$ cat src/rtl/armleocpu_ptw.sv
// Sv32 page-table walker. On a TLB miss it fetches up to two PTEs and returns
// a physical tag plus PTE metadata, or a page/access fault, as a one-cycle
// registered result pulse.
module armleocpu_ptw #(
    parameter logic ACCESSED_CHECK = 1'b1
) (
    input  logic        clk,
    input  logic        rst_n,
    input  logic        resolve_request,
    input  logic [19:0] resolve_vaddr,
    input  logic        satp_mode,
    input  logic [21:0] satp_ppn,
    output logic        resolve_done,
    output logic        resolve_pagefault,
    output logic        resolve_accessfault,
    output logic [21:0] resolve_ptag,
    output logic [7:0]  resolve_metadata,
    output logic        busy,
    output logic        mem_read,
    output logic [33:0] mem_address,
    input  logic        mem_done,
    input  logic        mem_error,
    input  logic [31:0] mem_readdata
);

    typedef enum logic [1:0] {
        IDLE = 2'd0,
        L1   = 2'd1,
        L0   = 2'd2,
        DONE = 2'd3
    } state_t;

    state_t      state_r;
    state_t      next_state_s;

    // Only vpn0 is needed after the accept cycle: the root PPN and vpn1 are
    // consumed immediately into the registered L1 address, and the L1 PTE
    // PPN is consumed into the registered L0 address.
    logic [9:0]  vpn0_r;

    logic        done_r;
    logic        pagefault_r;
    logic        accessfault_r;
    logic [21:0] ptag_r;
    logic [7:0]  metadata_r;
    logic        busy_r;
    logic        mem_read_r;
    logic [33:0] mem_address_r;

    logic        accept_s;
    logic        load_s;
    logic        pf_s;
    logic        af_s;
    logic [21:0] ptag_s;
    logic [7:0]  meta_s;
    logic [33:0] addr_s;

    logic        pte_v_s;
    logic        pte_r_s;
    logic        pte_w_s;
    logic        pte_x_s;
    logic        pte_a_s;
    logic        unused_s;

    assign pte_v_s  = mem_readdata[0];
    assign pte_r_s  = mem_readdata[1];
    assign pte_w_s  = mem_readdata[2];
    assign pte_x_s  = mem_readdata[3];
    assign pte_a_s  = mem_readdata[6];
    // RSW bits carry no meaning for the walker.
    assign unused_s = &{1'b0, mem_readdata[9:8]};

    assign resolve_done        = done_r;
    assign resolve_pagefault   = pagefault_r;
    assign resolve_accessfault = accessfault_r;
    assign resolve_ptag        = ptag_r;
    assign resolve_metadata    = metadata_r;
    assign busy                = busy_r;
    assign mem_read            = mem_read_r;
    assign mem_address         = mem_address_r;

    // Next-state, PTE evaluation and next memory address for the walk.
    always_comb begin
        next_state_s = state_r;
        accept_s     = 1'b0;
        load_s       = 1'b0;
        pf_s         = 1'b0;
        af_s         = 1'b0;
        ptag_s       = 22'd0;
        meta_s       = 8'd0;
        addr_s       = mem_address_r;
        case (state_r)
            IDLE: begin
                if (resolve_request) begin
                    accept_s = 1'b1;
                    if (!satp_mode) begin
                        next_state_s = DONE;
                        load_s       = 1'b1;
                        ptag_s       = {2'b00, resolve_vaddr};
                        meta_s       = 8'hCF;
                    end else begin
                        next_state_s = L1;
                        addr_s       = {satp_ppn, resolve_vaddr[19:10], 2'b00};
                    end
                end else begin
                    next_state_s = IDLE;
                end
            end
            L1, L0: begin
                if (mem_done) begin
                    if (mem_error) begin
                        next_state_s = DONE;
                        load_s       = 1'b1;
                        af_s         = 1'b1;
                    end else if (!pte_v_s || (!pte_r_s && pte_w_s)) begin
                        next_state_s = DONE;
                        load_s       = 1'b1;
                        pf_s         = 1'b1;
                    end else if (pte_r_s || pte_x_s) begin
                        next_state_s = DONE;
                        load_s       = 1'b1;
                        if ((ACCESSED_CHECK == 1'b1) && !pte_a_s) begin
                            pf_s = 1'b1;
                        end else if ((state_r == L1) && (mem_readdata[19:10] != 10'd0)) begin
                            pf_s = 1'b1;
                        end else if (state_r == L1) begin
                            ptag_s = {mem_readdata[31:20], vpn0_r};
                            meta_s = mem_readdata[7:0];
                        end else begin
                            ptag_s = mem_readdata[31:10];
                            meta_s = mem_readdata[7:0];
                        end
                    end else if (state_r == L1) begin
                        next_state_s = L0;
                        addr_s       = {mem_readdata[31:10], vpn0_r, 2'b00};
                    end else begin
                        next_state_s = DONE;
                        load_s       = 1'b1;
                        pf_s         = 1'b1;
                    end
                end else begin
                    next_state_s = state_r;
                end
            end
            DONE: begin
                next_state_s = IDLE;
            end
            default: begin
                next_state_s = IDLE;
            end
        endcase
    end

    // State, registered outputs derived from the next state, and result capture.
    always_ff @(posedge clk or negedge rst_n) begin
        if (!rst_n) begin
            state_r       <= IDLE;
            vpn0_r        <= 10'd0;
            done_r        <= 1'b0;
            pagefault_r   <= 1'b0;
            accessfault_r <= 1'b0;
            ptag_r        <= 22'd0;
            metadata_r    <= 8'd0;
            busy_r        <= 1'b0;
            mem_read_r    <= 1'b0;
            mem_address_r <= 34'd0;
        end else begin
            state_r       <= next_state_s;
            done_r        <= (next_state_s == DONE);
            busy_r        <= (next_state_s != IDLE);
            mem_read_r    <= (next_state_s == L1) || (next_state_s == L0);
            mem_address_r <= addr_s;
            if (accept_s) begin
                vpn0_r <= resolve_vaddr[9:0];
            end
            if (load_s) begin
                pagefault_r   <= pf_s;
                accessfault_r <= af_s;
                ptag_r        <= ptag_s;
                metadata_r    <= meta_s;
            end
        end
    end

endmodule

$ cat config.mk
export PLATFORM = sky130hd
export DESIGN_NAME = armleocpu_ptw
export DESIGN_NICKNAME = d
export VERILOG_FILES = /design/src/rtl/armleocpu_ptw.sv
export SDC_FILE = /design/constraint.sdc
export NUM_CORES = 1
export LEC_CHECK = 0
export CORE_MARGIN = 2
export CORE_UTILIZATION = 44
export CTS_BUF_LIST = sky130_fd_sc_hd__clkbuf_16
export DETAILED_ROUTE_END_ITERATION = 10
export PLACE_DENSITY_LB_ADDON = 0.08
export SYNTH_ARGS = -nofsm -noshare
export SYNTH_HDL_FRONTEND = slang
export SYNTH_SLANG_ARGS = --single-unit
$ cat constraint.sdc
create_clock -name clk -period 2.79 [get_ports clk]
set_input_delay 0.279 -clock clk [delete_from_list [all_inputs] [get_ports clk]]
set_output_delay 0.279 -clock clk [all_outputs]
set_load 0.02 [all_outputs]
== Word-level counts from Yosys, hierarchy flattened ==
Index checks and enable logic that the tools add are counted.
Storage, ports and cells
  output and inout port bits: 69
  bits in registers: 81
  word-level logic and storage cells: 91
  input bits: 80
Cells by class
  multiplexer cells: 55
  eq/ne operators: 13
  reductions and logical operators: 13
Operators with widths (count)
  $mux 34: 7
  $mux 22: 6
  $pmux 34 s2: 1
  $mux 8: 8
  $pmux 22 s2: 1
  $mux 20: 2
  $mux 1: 23
  $pmux 8 s2: 1
  $ne 2x2->1 const B: 7
  $mux 10: 1
  $reduce_bool 10->1: 1
  $eq 2x2->1 const B: 4
  $reduce_and 8->1: 1
  $mux 2: 3
  $pmux 2 s3: 1
  $eq 2x1->1 const B: 2
  $reduce_bool 2->1: 2
  $logic_or 1x1->1: 3
  $logic_and 1x1->1: 2
  $logic_not 1->1: 2
  $logic_not 2->1: 1
  $pmux 1 s2: 1
  $reduce_or 2->1: 1

== Longest topological paths before layout ==
Gate-level depths: netlist of run 1.
  word-level depth: 9
  gate-level depth with buffers: 8
  mapped depth without buffers: 7

== Worst setup path after synthesis of run 1 ==
OpenSTA, ideal clock, no wires.
  path type: reg2reg
  start: register state_r[0]
  end: register accessfault_r (netlist: resolve_accessfault)
  arrival time: 1.859 ns
  buffers on the path: 2
  path slack: 0.804 ns
  data required time: 2.662 ns
  setup time: 0.128 ns
  clock period less this slack: 1.986 ns
  stages on the path, launching flop included: 9
  path through: dfrtp_1 inv_1 ha_1 buf_2 nand3b_1 a31oi_1 or2_1 clkbuf_1 mux2_1
On the way
  cells in the longest elaborated chain, start to end: 7
  elaborated cells on any way between the ends: 11
  classes of those cells: eq/ne: 2; mux: 7; reduce/logical: 2
Ends and longest elaborated chain
  start, declared: line 33  | state_t state_r;
  start signal, assigned: line 168  | state_r <= next_state_s;
  $eq 2x1->1: line 92, 133
  $mux 1: line 133  | end else if (state_r == L1) begin
  $mux 1: line 119  | end else if (pte_r_s || pte_x_s) begin
  $mux 1: line 115  | end else if (!pte_v_s || (!pte_r_s && pte_w_s)) begin
  $mux 1: line 111  | if (mem_error) begin
  $mux 1: line 110  | if (mem_done) begin
  $pmux 1 s2: line 92  | case (state_r)
  end signal, assigned: line 178  | accessfault_r <= af_s;
  end, declared: line 43  | logic accessfault_r;
Parallel ways exist; a longest one is shown, timed or not.
A chain may end at the register's enable or synchronous reset.

== Final worst setup path of run 1 ==
  start: register state_r[0]
  end: register mem_address_r[20] (netlist: mem_address[20])
On the way
  cells in the longest elaborated chain, start to end: 4
  elaborated cells on any way between the ends: 14
  classes of those cells: eq/ne: 9; mux: 1; reduce/logical: 4
Ends and longest elaborated chain
  $eq 2x1->1 / $eq 2x2->1 (equally long branches): line 92, 133
  $reduce_or 2->1: line 92
  $ne 2x2->1 (no line) / $reduce_bool 2->1 (equally long branches)
  $reduce_and 8->1 (no line)
  end signal, assigned: line 172  | mem_address_r <= addr_s;
  end, declared: line 48  | logic [33:0] mem_address_r;
Parallel ways exist; a longest one is shown, timed or not.

==> results of run 1 <==
==> power breakdown <==
group	switching (mW)	internal (mW)	leakage [nW]
Clock	0.471	0.868	0.163
Sequential	0.301	1.72	0.973
Combinational	1.79	1.96	1.28
==> stage by stage <==
step	power, mW	setup slack (ps)	cells	hold slack [ps]	instance area (um2)
finish	7.12	471	556	122	5790
global route	7.51	323	556	213	5790
CTS	7.19	458	556	161	5790
detailed placement	5.82	396	540	476	5450
global placement	5.74	433	540	465	5450
floorplan	4.23	804	298	-16.6	3900
==> registers in the layout, summed over array words and instances, names as in the netlist <==
name and cells:
vpn0_r 10, resolve_pagefault 1, state_r 2, resolve_accessfault 1, mem_address 32, mem_read 1, busy 1, resolve_metadata 8
resolve_done 1, resolve_ptag 22
==> final timing paths <==
path,startpoint,to,slack (ps),depth (start not counted)
max,state_r[0],mem_address[20],470,8
min,rst_n,resolve_metadata[5],120,1
max reg2reg,state_r[0],mem_address[20],470,8
min reg2reg,mem_address[8],mem_address[8],480,1
max in group asynchronous,rst_n,mem_address[24],2030,1
min in group clk,mem_address[8],mem_address[8],480,1
==> cell type report <==
| type | count | area share |
|---|---|---|
| multi-input combinational | 191 | 0.309 |
| tap | 108 | 0.0233 |
| sequential | 79 | 0.341 |
| clock buffer | 9 | 0.0389 |
| inverter | 9 | 0.00583 |
| timing repair buffer | 153 | 0.262 |
| clock inverter | 7 | 0.0192 |
==> placed cells by master (no fill, tap or decap), drive strengths merged, types with 4 or more instances in the layout <==
cell           count
dfrtp             79
o21a               4
clkdlybuf4s50    143
a221o             19
o21ai              4
inv                9
clkbuf             9
and2              19
ha                 5
nand2             11
buf               10
mux2              82
==> routing by layer <==
metal,global-route usage,vias to the layer above,wire (um)
met1,0.275,1461,4370
met2,0.360,96,4940
met5,0,-,0
li1,-,1386,-
met4,0.0598,0,92
met3,0.0659,9,686
==> logic make-up after synthesis <==
logic type | count (synthesis) | synth area share
other | 1 | 0.000963
AND/OR/NAND/NOR | 54 | 0.0900
adder cells (fa/ha/maj) | 5 | 0.0161
AO/OA/AOI/OAI | 48 | 0.110
multiplexers | 82 | 0.237
flip-flops | 79 | 0.508
buffers and inverters | 28 | 0.0386
==> impl_metrics.yaml, run 1 <==
worst_setup_path:
  start_kind: "flip-flop"
  crit_path_top_delay_cell: "dfrtp_1"
  slowest_delay_ps: 400
  critical_path_class: "flip-flop to flip-flop"
  cp_data_required_time_ps: 3000
  cp.arrival_ps: 2530
  critPathTopFamily: "buffers and inverters"
  cpMostUsedCell: "buf_4"
  end_kind: "flip-flop"
  cp.buffers_inverters: 3
  cp_max_fo: 22
  path_cells: "inv_1, ha_2, buf_4, nor2b_1, a31oi_1, a21oi_4, buf_4, mux2_1"
global_routing:
  grt_usage: 0.216
  grt_pass1_vias: 3131
  grt_antenna_before_repair: 0
  grt_max_degree: 80
  gr-total-overflow: 0
  grt_pass1_wl_um: 16400
layout:
  diodes: 0
  n_fill_cell: 667
  multiInputGateArea_um2: 1790
  area_delta_synth_final_pct: 48.7
  register_area_um2: 1980
  final_util: 0.671
  nets: 528
  drive_gt1_frac: 0.190
floorplan:
  initial_core_util: 0.451
  die_y_um: 98.1
  die_w_um: 98.1
  core_area_um2: 8640
  rows: 34
  die-area_um2: 9620
  ios: 149
route:
  drt-total-wl_um: 10100
  antenna_left: 0
  dr_total_vias: 2952
  drt_iter0_markers: 153
  drcViolationCount: 0
  via_per_inst: 5.31
  wl_per_cell_um: 18.1
  dr.pass1.iters: 5
cts:
  clockBufferDepth: 2
  cts_sinks: 79
  postCtsSetupBuffers: 0
  cts_resized: 0
  cts_hold_buffers: 0
  cts_tree: "done"
  htree_levels: 3
  cts_buffers: 9
  ctsRootBufferMaster: "clkbuf_16"
  clock_latency_ps: 330
  cts.reportedPaths.clkPinSlew_ps: 60
pwr:
  power_density_nw_per_um2: 1230
  cellLeakagePower_nw: 2.41
  irDropWorstVdd_mv: 0.552
placed_design:
  routabilityCongestion: 0.813
  hpwlAfterDp_um: 7100
  portBuffers: 144
yosys:
  synth_common_cells: "79 x dfrtp_1, 49 x mux2_2, 33 x mux2_1"
  synth.distinct_cells: 46
  synth.area.top_cells: "dfrtp_1 51%, mux2_2 14%, mux2_1 9.5%"
  synthesis.instances: 297
  synth_top_area_cell: "dfrtp_1"
  synth-seq-cells: 79
  synth-seq-area-share: 0.508
  synth_edf_count: 0
  synthMostInstantiatedCell: "dfrtp_1"
  syn_avg_cell_area_um2: 13.1
  ys_async_sr_fraction: 1.00
  synth_area_um2: 3890
  yosysTopAreaCellShare: 0.508
  yosys_warnings: 0
  synth_ff_type: "dfrtp_1"
timing:
  max_clock_freq_mhz: 431
  slew_viol_final: 0
  period_minus_slack_ps: 2320
  rsz0062_at_grt: "no"
  worstMarginPinSlew_ps: 1000
  clock_skew_ps: 2.78
  timing_hold_violations_final: 0
  setup_viol: 0
  setup_tns_ps: 0
  fin_crit_sh: 0.831
  slew_headroom: 0.332
worst_hold_path:
  worstHoldPathType: "input port to asynchronous set/reset pin"
flow_run:
  max_cap_violations: 0
outcome:
  status: "finished, final reports clean"
Power figures use the tool's default switching activity.
==> run 2, diff against run 1 <==
==> constraint.sdc (replaced) <==
create_clock -name clk -period 2.4 [get_ports clk]
set_input_delay 0.24 -clock clk [delete_from_list [all_inputs] [get_ports clk]]
set_output_delay 0.24 -clock clk [all_outputs]
set_load 0.02 [all_outputs]
==> impl_metrics.yaml, run 2 (synthesized netlist as in run 1, its figures left out) <==
outcome:
  status: "finished, final reports clean"
layout:
  instances_no_fill: 564
  nets: 536
  largest_reg_flops: 32
  area_delta_synth_final_pct: 50.4
  mostFrequentLayoutCells: "143 x clkdlybuf4s50_1, 79 x dfrtp_1, 49 x mux2_2"
  diodes: 0
  multiInputGateArea_um2: 1790
  register_area_um2: 1980
  n_fill_cell: 682
  final_common_cell: "clkdlybuf4s50_1"
  drive_gt1_frac: 0.202
worst_hold_path:
  worstHoldPathType: "input port to asynchronous set/reset pin"
pwr:
  irDropWorstVdd_mv: 0.718
  power_density_nw_per_um2: 1410
  power.total_mw: 8.24
  cellLeakagePower_nw: 2.45
timing:
  fin_crit_sh: 0.876
  setup_tns_ps: 0
  setup_viol: 0
  slew_headroom: 0.640
  period_minus_slack_ps: 2100
  rsz0062_at_grt: "no"
  max_clock_freq_mhz: 476
  fin_hold_ws_ps: 438
  slew_viol_final: 0
  clock_skew_ps: 5.56
  timing_hold_violations_final: 0
  worstMarginPinSlew_ps: 540
route:
  via_per_inst: 5.34
  dr_total_vias: 3009
  wl_per_cell_um: 18.2
  wl_met3_um: 650
  drt_iter0_markers: 100
  antenna_left: 0
  drcViolationCount: 0
  dr.pass1.iters: 4
  met1Wirelength_um: 4370
  routed.top_layer: "met4"
  wl_met2_um: 5080
  drt-total-wl_um: 10200
cts:
  cts_sinks: 79
  htree_levels: 3
  clockBufferDepth: 2
  cts.reportedPaths.clkPinSlew_ps: 60
  clock_latency_ps: 330
  cts_resized: 0
  cts_buffers: 9
  cts_tree: "done"
  ctsRootBufferMaster: "clkbuf_16"
worst_setup_path:
  r2r_end: "resolve_accessfault"
  r2r_cells: 6
  end_kind: "flip-flop"
  cp_data_required_time_ps: 2600
  start_kind: "flip-flop"
  cp_max_fo: 7
  r2r-start: "state_r[1]"
  r2r_slack_ps: 300
  cp.arrival_ps: 2300
  critical_path_class: "flip-flop to flip-flop"
placed_design:
  routabilityCongestion: 0.805
  portBuffers: 144
  dp.cells: 547
  hpwlAfterDp_um: 7510
global_routing:
  gr-total-overflow: 0
  grt_pass1_vias: 3228
  grt_usage: 0.219
  grt_pass1_wl_um: 16500
  grt_max_degree: 41
  grt_antenna_before_repair: 0
flow_run:
  max_cap_violations: 0
floorplan:
  rows: 34
  die-area_um2: 9620
  initial_core_util: 0.451
  ios: 149
  die_w_um: 98.1
  die_y_um: 98.1
  core_area_um2: 8640
## run 2: layout make-up
class	count	share of cell area
Sequential cell	79	0.338
Timing Repair Buffer	161	0.274
Tap cell	108	0.0231
Inverter	9	0.00577
Clock inverter	7	0.0152
Clock buffer	9	0.0385
Multi-Input combinational cell	191	0.306
## run 2: through the flow
step	utilization	setup slack, ps	area, um2
after floorplan	-	414	3900
after global placement	0.641	141	5530
after detailed placement	0.641	107	5530
after CTS	0.678	298	5860
after global routing	0.678	139	5860
final	0.678	298	5860
## run 2: worst max-delay path by stage
| stage | start | end |
|---|---|---|
| 2_1_floorplan | state_r[0] | resolve_accessfault |
| 3_3_place_gp | mem_readdata[12] | resolve_ptag[0] |
| 3_5_place_dp | mem_readdata[12] | resolve_ptag[13] |
| 4_1_cts | state_r[1] | resolve_accessfault |
| 5_1_grt | state_r[1] | resolve_accessfault |
| 6_report | state_r[1] | resolve_accessfault |
## run 2: metal layers
metal,track usage,vias up
met4,0.0620,0
met2,0.375,99
met5,0,-
li1,-,1405
met3,0.0630,11
met1,0.272,1494
## run 2: timing repair
item                                   4_1_cts  5_1_grt
setup buffers                                0        0
endpoints found under the hold margin       39        0
hold buffers                                 1        0
## run 2: worst max-delay path: stages (launching register included)
cell and delay, ps:
dfrtp_1 380, inv_1 80, ha_2 350, nand3b_1 140, a31oi_1 360, or2_1 310
mux2_1 360
## run 2: report_power, final
group	total (mW)	switching, mW	internal (mW)
logic	4.46	2.11	2.35
clock network	1.44	0.534	0.903
registers	2.34	0.341	2.00
total	8.24	2.99	5.25
==> run 3, diff against run 2 <==
--- a/config.mk
+++ b/config.mk
@@ -5,8 +5,9 @@
 export SDC_FILE = /design/constraint.sdc
 export NUM_CORES = 1
 export LEC_CHECK = 0
+export CAP_MARGIN = 20
 export CORE_MARGIN = 2
-export CORE_UTILIZATION = 44
+export CORE_UTILIZATION = 40
 export CTS_BUF_LIST = sky130_fd_sc_hd__clkbuf_16
 export DETAILED_ROUTE_END_ITERATION = 10
 export PLACE_DENSITY_LB_ADDON = 0.08
==> constraint.sdc (replaced) <==
create_clock -name clk -period 1.88 [get_ports clk]
set_input_delay 0.188 -clock clk [delete_from_list [all_inputs] [get_ports clk]]
set_output_delay 0.188 -clock clk [all_outputs]
set_load 0.02 [all_outputs]
==> impl_metrics.yaml, run 3 (synthesized netlist as in run 1, its figures left out) <==
outcome:
  status: "finished, final reports clean"
floorplan:
  die_w_um: 103
  die-area_um2: 10500
  ios: 149
  die_y_um: 103
  rows: 36
  initial_core_util: 0.406
  core_area_um2: 9590
route:
  via_per_inst: 5.05
  drt_iter0_markers: 95
  wl_met3_um: 729
  drt-total-wl_um: 11100
  drcViolationCount: 0
  routed.top_layer: "met4"
  wl_per_cell_um: 18.0
  dr_total_vias: 3109
  dr.pass1.iters: 5
  met1Wirelength_um: 4700
  wl_met2_um: 5550
  antenna_left: 0
timing:
  rsz0062_at_grt: "yes"
  fin_hold_ws_ps: 401
  setup_ws_ps: 18.0
  timing_hold_violations_final: 0
  slew_headroom: 0.596
  worstMarginPinSlew_ps: 605
  slew_viol_final: 0
  max_clock_freq_mhz: 537
  setup_viol: 0
  clock_skew_ps: 5.27
  fin_crit_sh: 0.990
  period_minus_slack_ps: 1860
global_routing:
  grt_pass1_wl_um: 16800
  gr-total-overflow: 0
  grt_max_degree: 46
  grt_usage: 0.213
  grt_antenna_before_repair: 0
  grt_pass1_vias: 3331
pwr:
  switchingPower_mw: 4.06
  p_int_mw: 7.26
  clkPwrFrac: 0.164
  power.total_mw: 11.3
  switching_share: 0.359
  cellLeakagePower_nw: 2.65
  p_comb_frac: 0.569
  irDropWorstVdd_mv: 0.809
  power_density_nw_per_um2: 1800
  pwr-share-seq: 0.267
cts:
  cts_buffers: 9
  cts_sinks: 79
  clock_latency_ps: 330
  cts.reportedPaths.clkPinSlew_ps: 60
  cts_tree: "done"
  htree_levels: 3
  clockBufferDepth: 2
  ctsRootBufferMaster: "clkbuf_16"
layout:
  n_fill_cell: 771
  largest_reg_flops: 32
  diodes: 0
  multiInputGateArea_um2: 1940
  mostFrequentLayoutCells: "143 x clkdlybuf4s50_1, 79 x dfrtp_1, 49 x mux2_2"
  instances_no_fill: 616
  nets: 563
  final_common_cell: "clkdlybuf4s50_1"
  stdcell_area_um2: 6280
  area_delta_synth_final_pct: 61.4
  drive_gt1_frac: 0.304
  register_area_um2: 1980
worst_setup_path:
  cp_max_fo: 10
  r2r_cells: 7
  path_cells: "inv_2, ha_4, nand3b_1, a31oi_4, nor2_4, buf_8, a221o_1"
  cp.arrival_ps: 2070
  end_kind: "flip-flop"
  cp_data_required_time_ps: 2090
  slowest_delay_ps: 410
  critical_path_class: "flip-flop to flip-flop"
  start_kind: "flip-flop"
  crit_path_top_delay_cell: "dfrtp_1"
worst_hold_path:
  worstHoldPathType: "input port to asynchronous set/reset pin"
placed_design:
  routabilityCongestion: 0.776
  placed_area_um2: 5780
  dp.cells: 597
  portBuffers: 144
  hpwlAfterDp_um: 8030
  place_ws_ps: -272
flow_run:
  max_cap_violations: 0
## run 3: path summary, 6_finish.rpt
path                            startpoint                   to  slack (ps)
min reg2reg                mem_address[12]      mem_address[12]         480
min in group clk           mem_readdata[4]  resolve_metadata[4]         450
max in group asynchronous            rst_n            vpn0_r[3]         850
min                                  rst_n  resolve_metadata[3]         400
max reg2reg                     state_r[0]      resolve_ptag[2]          20
max                             state_r[0]      resolve_ptag[2]          20
## run 3: per-layer routing
layer,GRT usage,vias up
met1,0.263,1546
li1,-,1450
met5,0,-
met3,0.0637,9
met4,0.0503,0
met2,0.367,104
## run 3: power groups by stage
| stage | sequential (mW) | combinational [mW] | clock [mW] |
|---|---|---|---|
| after floorplan | 3.81 | 2.51 | 0 |
| after global placement | 3.01 | 5.83 | 0 |
| after detailed placement | 3.03 | 5.92 | 0 |
| after CTS | 3.02 | 6.10 | 1.89 |
| after global routing | 3.12 | 6.84 | 1.97 |
| final | 3.03 | 6.44 | 1.85 |
## run 3: final cells by class
| type | count | share of cell area |
|---|---|---|
| Sequential cell | 79 | 0.315 |
| Multi-Input combinational cell | 191 | 0.309 |
| Timing Repair Buffer | 188 | 0.294 |
| Clock buffer | 9 | 0.0358 |
| Tap cell | 133 | 0.0265 |
| Clock inverter | 7 | 0.0141 |
| Inverter | 9 | 0.00538 |
## run 3: metrics by stage
step	setup TNS [ps]	util
after global placement	-12990	0.602
after detailed placement	-15030	0.602
after CTS	0	0.643
final	0	0.655
after floorplan	-535	-
after global routing	-922	0.655
## run 3: timing repair
| item | 4_1_cts | 5_1_grt |
|---|---|---|
| pin swaps | 3 | 5 |
| gates cloned | 0 | 0 |
| buffers inserted | 2 | 0 |
| hold buffers | 1 | 0 |
| hold endpoints to repair | 44 | 0 |
| setup endpoints to repair | 56 | 62 |
| gates resized for setup | 11 | 26 |
## run 3: worst max-delay path: cells and delay by family, from the launching register on
family	cells	cell delay, ps
compound gates	2	580
flops	1	410
fa+ha+maj	1	280
simple gates	2	240
buf+inv	2	230
